[src/rtl/load_store_unit.sv]
// RV32I load/store unit: validates, aligns and sequences one byte/half/word access
// at a time against a single-cycle word memory, then returns the extended load result.
module load_store_unit #(
    parameter int DataWidth = 32,
    parameter int Address   = 8
) (
    input  logic                 clk,
    input  logic                 rst_n,
    input  logic                 lsu_valid,
    input  logic                 lsu_we,
    input  logic [2:0]           funct3,
    input  logic [31:0]          addr,
    input  logic [DataWidth-1:0] wdata,
    output logic                 lsu_busy,
    output logic                 lsu_done,
    output logic                 lsu_err,
    output logic [DataWidth-1:0] rdata,
    output logic                 mem_request,
    output logic                 mem_we_re,
    output logic [3:0]           mem_mask,
    output logic [Address-1:0]   mem_address,
    output logic [DataWidth-1:0] mem_data_in,
    input  logic [DataWidth-1:0] mem_data_out
);

    typedef enum logic [1:0] {IDLE, ACCESS, WAIT, DONE} state_t;

    state_t                 state_q, state_d;
    logic                   err_q, err_d;
    logic [2:0]             funct3_q, funct3_d;
    logic [1:0]             offset_q, offset_d;
    logic                   mem_we_re_q, mem_we_re_d;
    logic [3:0]             mem_mask_q, mem_mask_d;
    logic [Address-1:0]     mem_address_q, mem_address_d;
    logic [DataWidth-1:0]   mem_data_in_q, mem_data_in_d;
    logic [DataWidth-1:0]   rdata_q, rdata_d;
    logic                   lsu_busy_q, lsu_busy_d;
    logic                   lsu_done_q, lsu_done_d;
    logic                   lsu_err_q, lsu_err_d;
    logic                   mem_request_q, mem_request_d;
    logic                   unused_addr_s;

    // Address bits above the memory window are deliberately dropped so accesses wrap.
    assign unused_addr_s = ^addr[31:Address+2];

    function automatic logic access_rejected(input logic we, input logic [2:0] f3,
                                             input logic [1:0] a);
        logic rej;
        case (f3)
            3'd0:    rej = 1'b0;
            3'd1:    rej = a[0];
            3'd2:    rej = (a != 2'b00);
            3'd4:    rej = we;
            3'd5:    rej = we | a[0];
            default: rej = 1'b1;
        endcase
        return rej;
    endfunction

    function automatic logic [3:0] store_mask(input logic [2:0] f3, input logic [1:0] a);
        logic [3:0] m;
        case (f3[1:0])
            2'd0:    m = 4'b0001 << a;
            2'd1:    m = a[1] ? 4'b1100 : 4'b0011;
            default: m = 4'b1111;
        endcase
        return m;
    endfunction

    function automatic logic [DataWidth-1:0] store_data(input logic [2:0] f3,
                                                        input logic [DataWidth-1:0] wd);
        logic [DataWidth-1:0] d;
        case (f3[1:0])
            2'd0:    d = {4{wd[7:0]}};
            2'd1:    d = {2{wd[15:0]}};
            default: d = wd;
        endcase
        return d;
    endfunction

    function automatic logic [DataWidth-1:0] load_extend(input logic [2:0] f3,
                                                         input logic [1:0] off,
                                                         input logic [DataWidth-1:0] word);
        logic [7:0]           b;
        logic [15:0]          h;
        logic [DataWidth-1:0] r;
        b = word[{off, 3'b000} +: 8];
        h = off[1] ? word[31:16] : word[15:0];
        case (f3)
            3'd0:    r = {{24{b[7]}}, b};
            3'd1:    r = {{16{h[15]}}, h};
            3'd4:    r = {24'd0, b};
            3'd5:    r = {16'd0, h};
            default: r = word;
        endcase
        return r;
    endfunction

    // Sequencing: accept/reject in IDLE, one memory strobe in ACCESS, capture in WAIT.
    always_comb begin
        state_d       = state_q;
        err_d         = err_q;
        funct3_d      = funct3_q;
        offset_d      = offset_q;
        mem_we_re_d   = mem_we_re_q;
        mem_mask_d    = mem_mask_q;
        mem_address_d = mem_address_q;
        mem_data_in_d = mem_data_in_q;
        rdata_d       = rdata_q;
        case (state_q)
            IDLE: begin
                if (lsu_valid) begin
                    if (access_rejected(lsu_we, funct3, addr[1:0])) begin
                        state_d = DONE;
                        err_d   = 1'b1;
                    end else begin
                        state_d       = ACCESS;
                        err_d         = 1'b0;
                        funct3_d      = funct3;
                        offset_d      = addr[1:0];
                        mem_we_re_d   = lsu_we;
                        mem_address_d = addr[Address+1:2];
                        if (lsu_we) begin
                            mem_mask_d    = store_mask(funct3, addr[1:0]);
                            mem_data_in_d = store_data(funct3, wdata);
                        end else begin
                            mem_mask_d    = 4'b1111;
                        end
                    end
                end else begin
                    state_d = IDLE;
                end
            end
            ACCESS: begin
                if (mem_we_re_q) begin
                    state_d = DONE;
                end else begin
                    state_d = WAIT;
                end
            end
            WAIT: begin
                rdata_d = load_extend(funct3_q, offset_q, mem_data_out);
                state_d = DONE;
            end
            DONE: begin
                state_d = IDLE;
                err_d   = 1'b0;
            end
            default: begin
                state_d = IDLE;
                err_d   = 1'b0;
            end
        endcase
    end

    // Status outputs are registered decodes of the state being entered.
    always_comb begin
        lsu_busy_d    = (state_d != IDLE);
        lsu_done_d    = (state_d == DONE);
        lsu_err_d     = (state_d == DONE) && err_d;
        mem_request_d = (state_d == ACCESS);
    end

    // State and output registers with synchronous active-low reset.
    always_ff @(posedge clk) begin
        if (!rst_n) begin
            state_q       <= IDLE;
            err_q         <= 1'b0;
            funct3_q      <= '0;
            offset_q      <= '0;
            mem_we_re_q   <= 1'b0;
            mem_mask_q    <= '0;
            mem_address_q <= '0;
            mem_data_in_q <= '0;
            rdata_q       <= '0;
            lsu_busy_q    <= 1'b0;
            lsu_done_q    <= 1'b0;
            lsu_err_q     <= 1'b0;
            mem_request_q <= 1'b0;
        end else begin
            state_q       <= state_d;
            err_q         <= err_d;
            funct3_q      <= funct3_d;
            offset_q      <= offset_d;
            mem_we_re_q   <= mem_we_re_d;
            mem_mask_q    <= mem_mask_d;
            mem_address_q <= mem_address_d;
            mem_data_in_q <= mem_data_in_d;
            rdata_q       <= rdata_d;
            lsu_busy_q    <= lsu_busy_d;
            lsu_done_q    <= lsu_done_d;
            lsu_err_q     <= lsu_err_d;
            mem_request_q <= mem_request_d;
        end
    end

    assign lsu_busy    = lsu_busy_q;
    assign lsu_done    = lsu_done_q;
    assign lsu_err     = lsu_err_q;
    assign rdata       = rdata_q;
    assign mem_request = mem_request_q;
    assign mem_we_re   = mem_we_re_q;
    assign mem_mask    = mem_mask_q;
    assign mem_address = mem_address_q;
    assign mem_data_in = mem_data_in_q;

endmodule

[config.mk]
export PLATFORM = sky130hd
export DESIGN_NAME = load_store_unit
export DESIGN_NICKNAME = d
export VERILOG_FILES = /design/src/rtl/load_store_unit.sv
export SDC_FILE = /design/constraint.sdc
export NUM_CORES = 1
export LEC_CHECK = 0
export BUFFER_PORTS_ARGS = -buffer_cell sky130_fd_sc_hd__buf_4
export CORE_AREA = 2 2 67 133
export CTS_CLUSTER_DIAMETER = 30
export CTS_CLUSTER_SIZE = 40
export DETAILED_ROUTE_END_ITERATION = 10
export DIE_AREA = 0 0 69 135
export PLACE_DENSITY = 0.83
export SLEW_MARGIN = 0
export SYNTH_ARGS = -nofsm -noshare
export SYNTH_HDL_FRONTEND = slang
export SYNTH_SLANG_ARGS = --single-unit
[constraint.sdc]
create_clock -name clk -period 4.1 [get_ports clk]
set_clock_uncertainty 0.2 [all_clocks]
set_input_delay 0.82 -clock clk [delete_from_list [all_inputs] [get_ports clk]]
set_output_delay 0.82 -clock clk [all_outputs]
set_load 0.01 [all_outputs]
After elaboration in Yosys (flattened, before gate mapping):

Index checks and enable logic that the tools add are counted.

* output and inout bits: 81
* bits in read-only memories: 0
* latch bits: 0
* flip-flop bits (word level): 89
* memory bits (writable): 0
* memories kept: 0
* input port bits: 103

* shifts and indexed selects: 2
* div/mod/pow operators: 0
* multiplexer cells: 16
* bitwise logic cells: 2
* equality and inequality tests: 13
* $lt $le $gt $ge: 0
* $add $sub $neg: 0
* multiply operators: 0
* reductions and logical operators: 9

Operator list (number)
* case mux 32 bit (4 select lines): 1
* case mux 32 bit (2 select lines): 1
* variable part select 32 x 6 -> 8 bit: 1
* 2-to-1 mux 16 bit: 1
* equality test 3 bit (second input constant): 4
* 2-to-1 mux 4 bit: 2
* case mux 2 bit (4 select lines): 1
* case mux 4 bit (2 select lines): 1
* equality test 2 x 1 -> 1 bit (second input constant): 3
* equality test 2 bit (second input constant): 3
* equality test 3 x 1 -> 1 bit (second input constant): 2
* zero test 3 bit: 2
* 2-to-1 mux 1 bit: 5
* case mux 1 bit (5 select lines): 1
* zero test 2 bit: 2
* 2-to-1 mux 2 bit: 2
* AND reduction 4 bit: 1
* nonzero test 2 bit: 2
* left shift 1 x 2 -> 4 bit (first input constant): 1
* equality test 3 x 2 -> 1 bit (second input constant): 1
* AND reduction 3 bit: 1
* case mux 1 bit (2 select lines): 1
* logical AND 1 bit: 1
* NOT 1 bit: 1
* OR 1 bit: 1

Logic depth before layout (Yosys ltp):

* depth after elaboration: 9
* gate-level depth with buffers: 8
* gate-level depth less buffers: 6

Worst setup path before layout:

Ideal clock, no wire load.

* path type: input -> register
* start point: input addr[0]
* end point: register funct3_q[0]
* setup slack: 1.875 ns
* library setup time: 0.119 ns
* stages: 6
* arrival: 1.906 ns
* path through: buf_2 nor4_1 o21bai_1 buf_2 nand3_1 o21ai_1

* word-level cells in the longest chain between the ends: 6
* elaborated cells on any way between the ends: 7

RTL lines
* from (decl): line 12 `input logic [31:0] addr,`
* OR 1 bit / nonzero test 2 bit (equally long branches): line 54, 52
* case mux 1 bit (5 select lines) (*): line 49 `case (f3)`
* 2-to-1 mux 1 bit (*): line 112 `if (lsu_valid) begin`
* 2-to-1 mux 1 bit (*): line 110 `case (state_q)`
* NOT 1 bit (no line) (*)
* AND reduction 3 bit (no line) (*)
* to (signal assigned): line 183 `funct3_q <= funct3_d;`
* to (decl): line 30 `logic [2:0] funct3_q, funct3_d;`

Mark *: on every way between the ends. The rest lies on a longest branch, timed or not. The select of a mux whose other input is x is not followed.
A chain may end at the register's enable or synchronous reset.

Worst setup path in the final report:

* start point: input funct3[1]
* end point: register mem_data_in_q[29], in the netlist mem_data_in[29]

* word-level cells in the longest chain between the ends: 6
* elaborated cells on any way between the ends: 13

RTL lines
* from (decl): line 11 `input logic [2:0] funct3,`
* equality test 3 bit (tied with other cells): line 49
* case mux 1 bit (5 select lines): line 49
* 2-to-1 mux 1 bit: line 112
* 2-to-1 mux 1 bit: line 110
* NOT 1 bit (no line)
* AND reduction 4 bit (no line)
* to (signal assigned): line 188 `mem_data_in_q <= mem_data_in_d;`
* to (decl): line 35 `logic [DataWidth-1:0] mem_data_in_q, mem_data_in_d;`

Parallel ways exist; a longest one is shown, timed or not. The select of a mux whose other input is x is not followed.

==> reports/metrics.yaml <==
outcome:
  status: "finished clean"
job:
  maxCapViolations: 0
yosys:
  yosysUniqueCellTypes: 40
  synthSimpleGateAreaFrac_pct: 17.00
  yosys_warnings: 0
  synthCells: 479
  yosys-mux-area-fraction_pct: 9.982
  avgSynthCellArea_sq_um: 8.636
  syn_area_sq_um: 4136
  synth-main-ff-cell: "dfxtp_1"
  synth_compound_area_share_pct: 23.93
  synth_xor_area_share_pct: 0
  synth_top_family_by_area: "compound AO/OA/AOI/OAI gates"
  synthesis.nets: 585
  async_flop_share_pct: 0
  ys_seq_elements: 89
  synth_fa_ha_area_share_pct: 0.9074
  synth-edff-count: 0
  yosysSeqAreaShare_pct: 43.07
timing:
  setup_viol: 0
  setup-tns-final_ns: 0
  hold_viol_final: 0
  rsz0062_at_grt: "false"
  worst_slew_pin_slew_ns: 0.9683
  fmax_mhz: 404.9
  maxSlewHeadroom_pct: 35.40
  fin_crit_sh_pct: 60.24
  min_period_ns: 2.470
  setup_ws_ns: 1.630
  report.final.slew_viol_count: 0
pwr:
  leakage_nw: 2.588
  p_seq_share_pct: 42.3
  swShare_pct: 28.16
  p_int_mw: 1.677
  cellPowerDensity_nw_per_um2: 414.3
  p_sw_mw: 0.6575
  peakVddDrop_v: 0.0003434
  clkPwrFrac_pct: 36.5
  p_comb_share_pct: 21.2
global_route:
  grt-ovfl-total: 0
  grt_pass1_wl_mm: 20.61
  grt_pass1_vias: 4178
  track_usage_pct: 27.82
  antenna_found_initial: 0
  grt_max_degree: 78
floorplan:
  initial_core_util_pct: 50.24
  num_rows: 47
  dieWidth_microns: 69
  die_h_microns: 135
  ios: 184
  dieArea_sq_um: 9315
  coreArea_sq_um: 8233
drt:
  via_count: 4134
  first_pass_iters: 5
  drcViolationCount: 0
  postRouteAntennaNets: 0
  viasPerCell: 5.766
  routed_wl_mm: 13.03
  drt_first_iter_violations: 264
  drt-wirelength-per-cell_microns: 18.18
critical_path:
  cp_num_buf_inv: 2
  slowest_stage: "o21a_2"
  cp-end-kind: "flip-flop"
  cp.required_ns: 4.13
  worst_ep_arrival_time_ns: 2.50
  crit_fanout: 36
  cpMostUsedCell: "buf_4"
  crit_type: "primary input to flip-flop"
  path_cells: "buf_4 > a21oi_1 > o21a_2 > buf_4 > mux2i_1 > nor2b_1"
  cp_top_family: "compound AO/OA/AOI/OAI gates"
  slowest_delay_ns: 0.51
  start_kind: "primary input"
placed_design:
  place_ws_ns: 1.295
  io_buffers: 161
  dp.cells: 701
  hpwlAfterDp_mm: 9.835
  gp_congestion: 0.9775
finish:
  final_cells: 717
  antenna_cells: 0
  drive_above_1_share_pct: 31.18
  syn_to_final_growth_pct: 36.24
  layout.nets: 720
clock_tree:
  cts-root-buf: "clkbuf_16"
  clock_latency_ns: 0.34
  htreeDepth: 3
  cts-hold-fix-buffers: 0
  cts_num_sinks: 89
  tritoncts: "done"
  cts_buffers: 9
  cts_resized: 0
  postCtsSetupRepairBufs: 0
  cts_buffer_depth: 2
  clk_pin_slew_ns: 0.07
hold_path:
  hp-class: "flip-flop to flip-flop"
==> worst min-delay path, stage by stage, from the launching register on <==
cell and delay, ns:
dfxtp_1 0.31, nand2_1 0.05, o21ai_0 0.06
==> state kept, by name, indices dropped and copies added, names as in the netlist <==
register,count
offset_q,2
state_q,2
mem_we_re,1
rdata,32
funct3_q,3
mem_request,1
mem_mask,4
mem_address,8
lsu_busy,1
lsu_done,1
lsu_err,1
mem_data_in,32
err_q,1
==> cell usage in the layout, fill, tap and decap left out, types with 8 or more instances in the layout <==
cell,netlist,final
o21ai_0,50,50
nor2b_1,13,13
o21ai_1,13,13
dfxtp_1,89,89
mux2i_1,39,39
nand3_1,30,30
buf_4,0,166
a211oi_1,8,8
o211a_1,17,17
clkbuf_16,0,9
a21oi_1,28,28
nand2_1,75,75
==> logic make-up (layout without fill, tap and decap cells) <==
kind of cell    count (synthesis)  after routing
buf+inv                        49            189
fa+ha+maj                       3              3
flops                          89             89
mux                            40             40
compound gates                152            152
simple gates                  146            146
==> cell type report <==
| type | instances | area (sq um) |
|---|---|---|
| Tap cell | 98 | 122.6 |
| Timing Repair Buffer | 166 | 1246 |
| Inverter | 7 | 26.28 |
| Sequential cell | 89 | 1782 |
| Multi-Input combinational cell | 341 | 2148 |
| Clock inverter | 6 | 71.32 |
| Clock buffer | 10 | 239.0 |
| Fill cell | 689 | 2597 |
==> Yosys cell counts, types with 4 or more instances <==
master    number  area (sq um)
a211oi_1       8         60.06
a21oi_1       28         140.1
a31oi_1        7         43.79
buf_1          4         15.01
buf_2         16         80.08
clkbuf_1      21         78.83
dfxtp_1       89          1782
inv_1          7         26.28
mux2i_1       39         390.4
nand2_1       75         281.5
nand3_1       30         150.1
nor2_1         7         26.28
nor2b_1       13         81.33
nor4bb_1       7         70.07
o211a_1       17         170.2
o21ai_0       50         250.2
o21ai_1       13         65.06
o221a_2        5         56.30
o22a_1         7         61.31
o22ai_1        7         43.79
==> routing by layer <==
layer / up-vias / GRT usage (%) / part of all wire, %
met2: 181 / 51.55 / 54
met5: - / 0 / 0
met3: 41 / 5.597 / 5.7
met4: 0 / 19.17 / 6.2
li1: 1991 / - / -
met1: 1921 / 27.02 / 34
==> power by group through the flow <==
stage / Combinational, mW / Clock (mW) / Sequential [mW]
6_report: 0.495 / 0.852 / 0.987
2_1_floorplan: 0.232 / 0 / 1.03
3_3_place_gp: 0.484 / 0 / 1.00
3_5_place_dp: 0.496 / 0 / 1.01
5_1_grt: 0.537 / 0.901 / 0.997
4_1_cts: 0.498 / 0.871 / 0.987
==> stage by stage <==
step | area, sq um | hold WS, ns | utilization, % | total power [mW]
floorplan | 4136 | 0.2601 | - | 1.261
global placement | 5325 | 0.2457 | 64.68 | 1.486
detailed placement | 5325 | 0.2516 | 64.68 | 1.503
CTS | 5635 | 0.2608 | 68.45 | 2.356
global route | 5635 | 0.2751 | 68.45 | 2.435
finish | 5635 | 0.2599 | 68.45 | 2.335
==> worst paths after layout <==
path	start	to	slack [ns]	depth (start not counted)
setup reg to reg	state_q[0]	mem_data_in[29]	1.68	7
hold / removal	mem_data_in[3]	mem_data_in[3]	0.26	2
setup / recovery	funct3[1]	mem_data_in[29]	1.63	6
hold reg to reg	mem_data_in[3]	mem_data_in[3]	0.26	2
No activity file was read; power rests on OpenSTA's default activity.
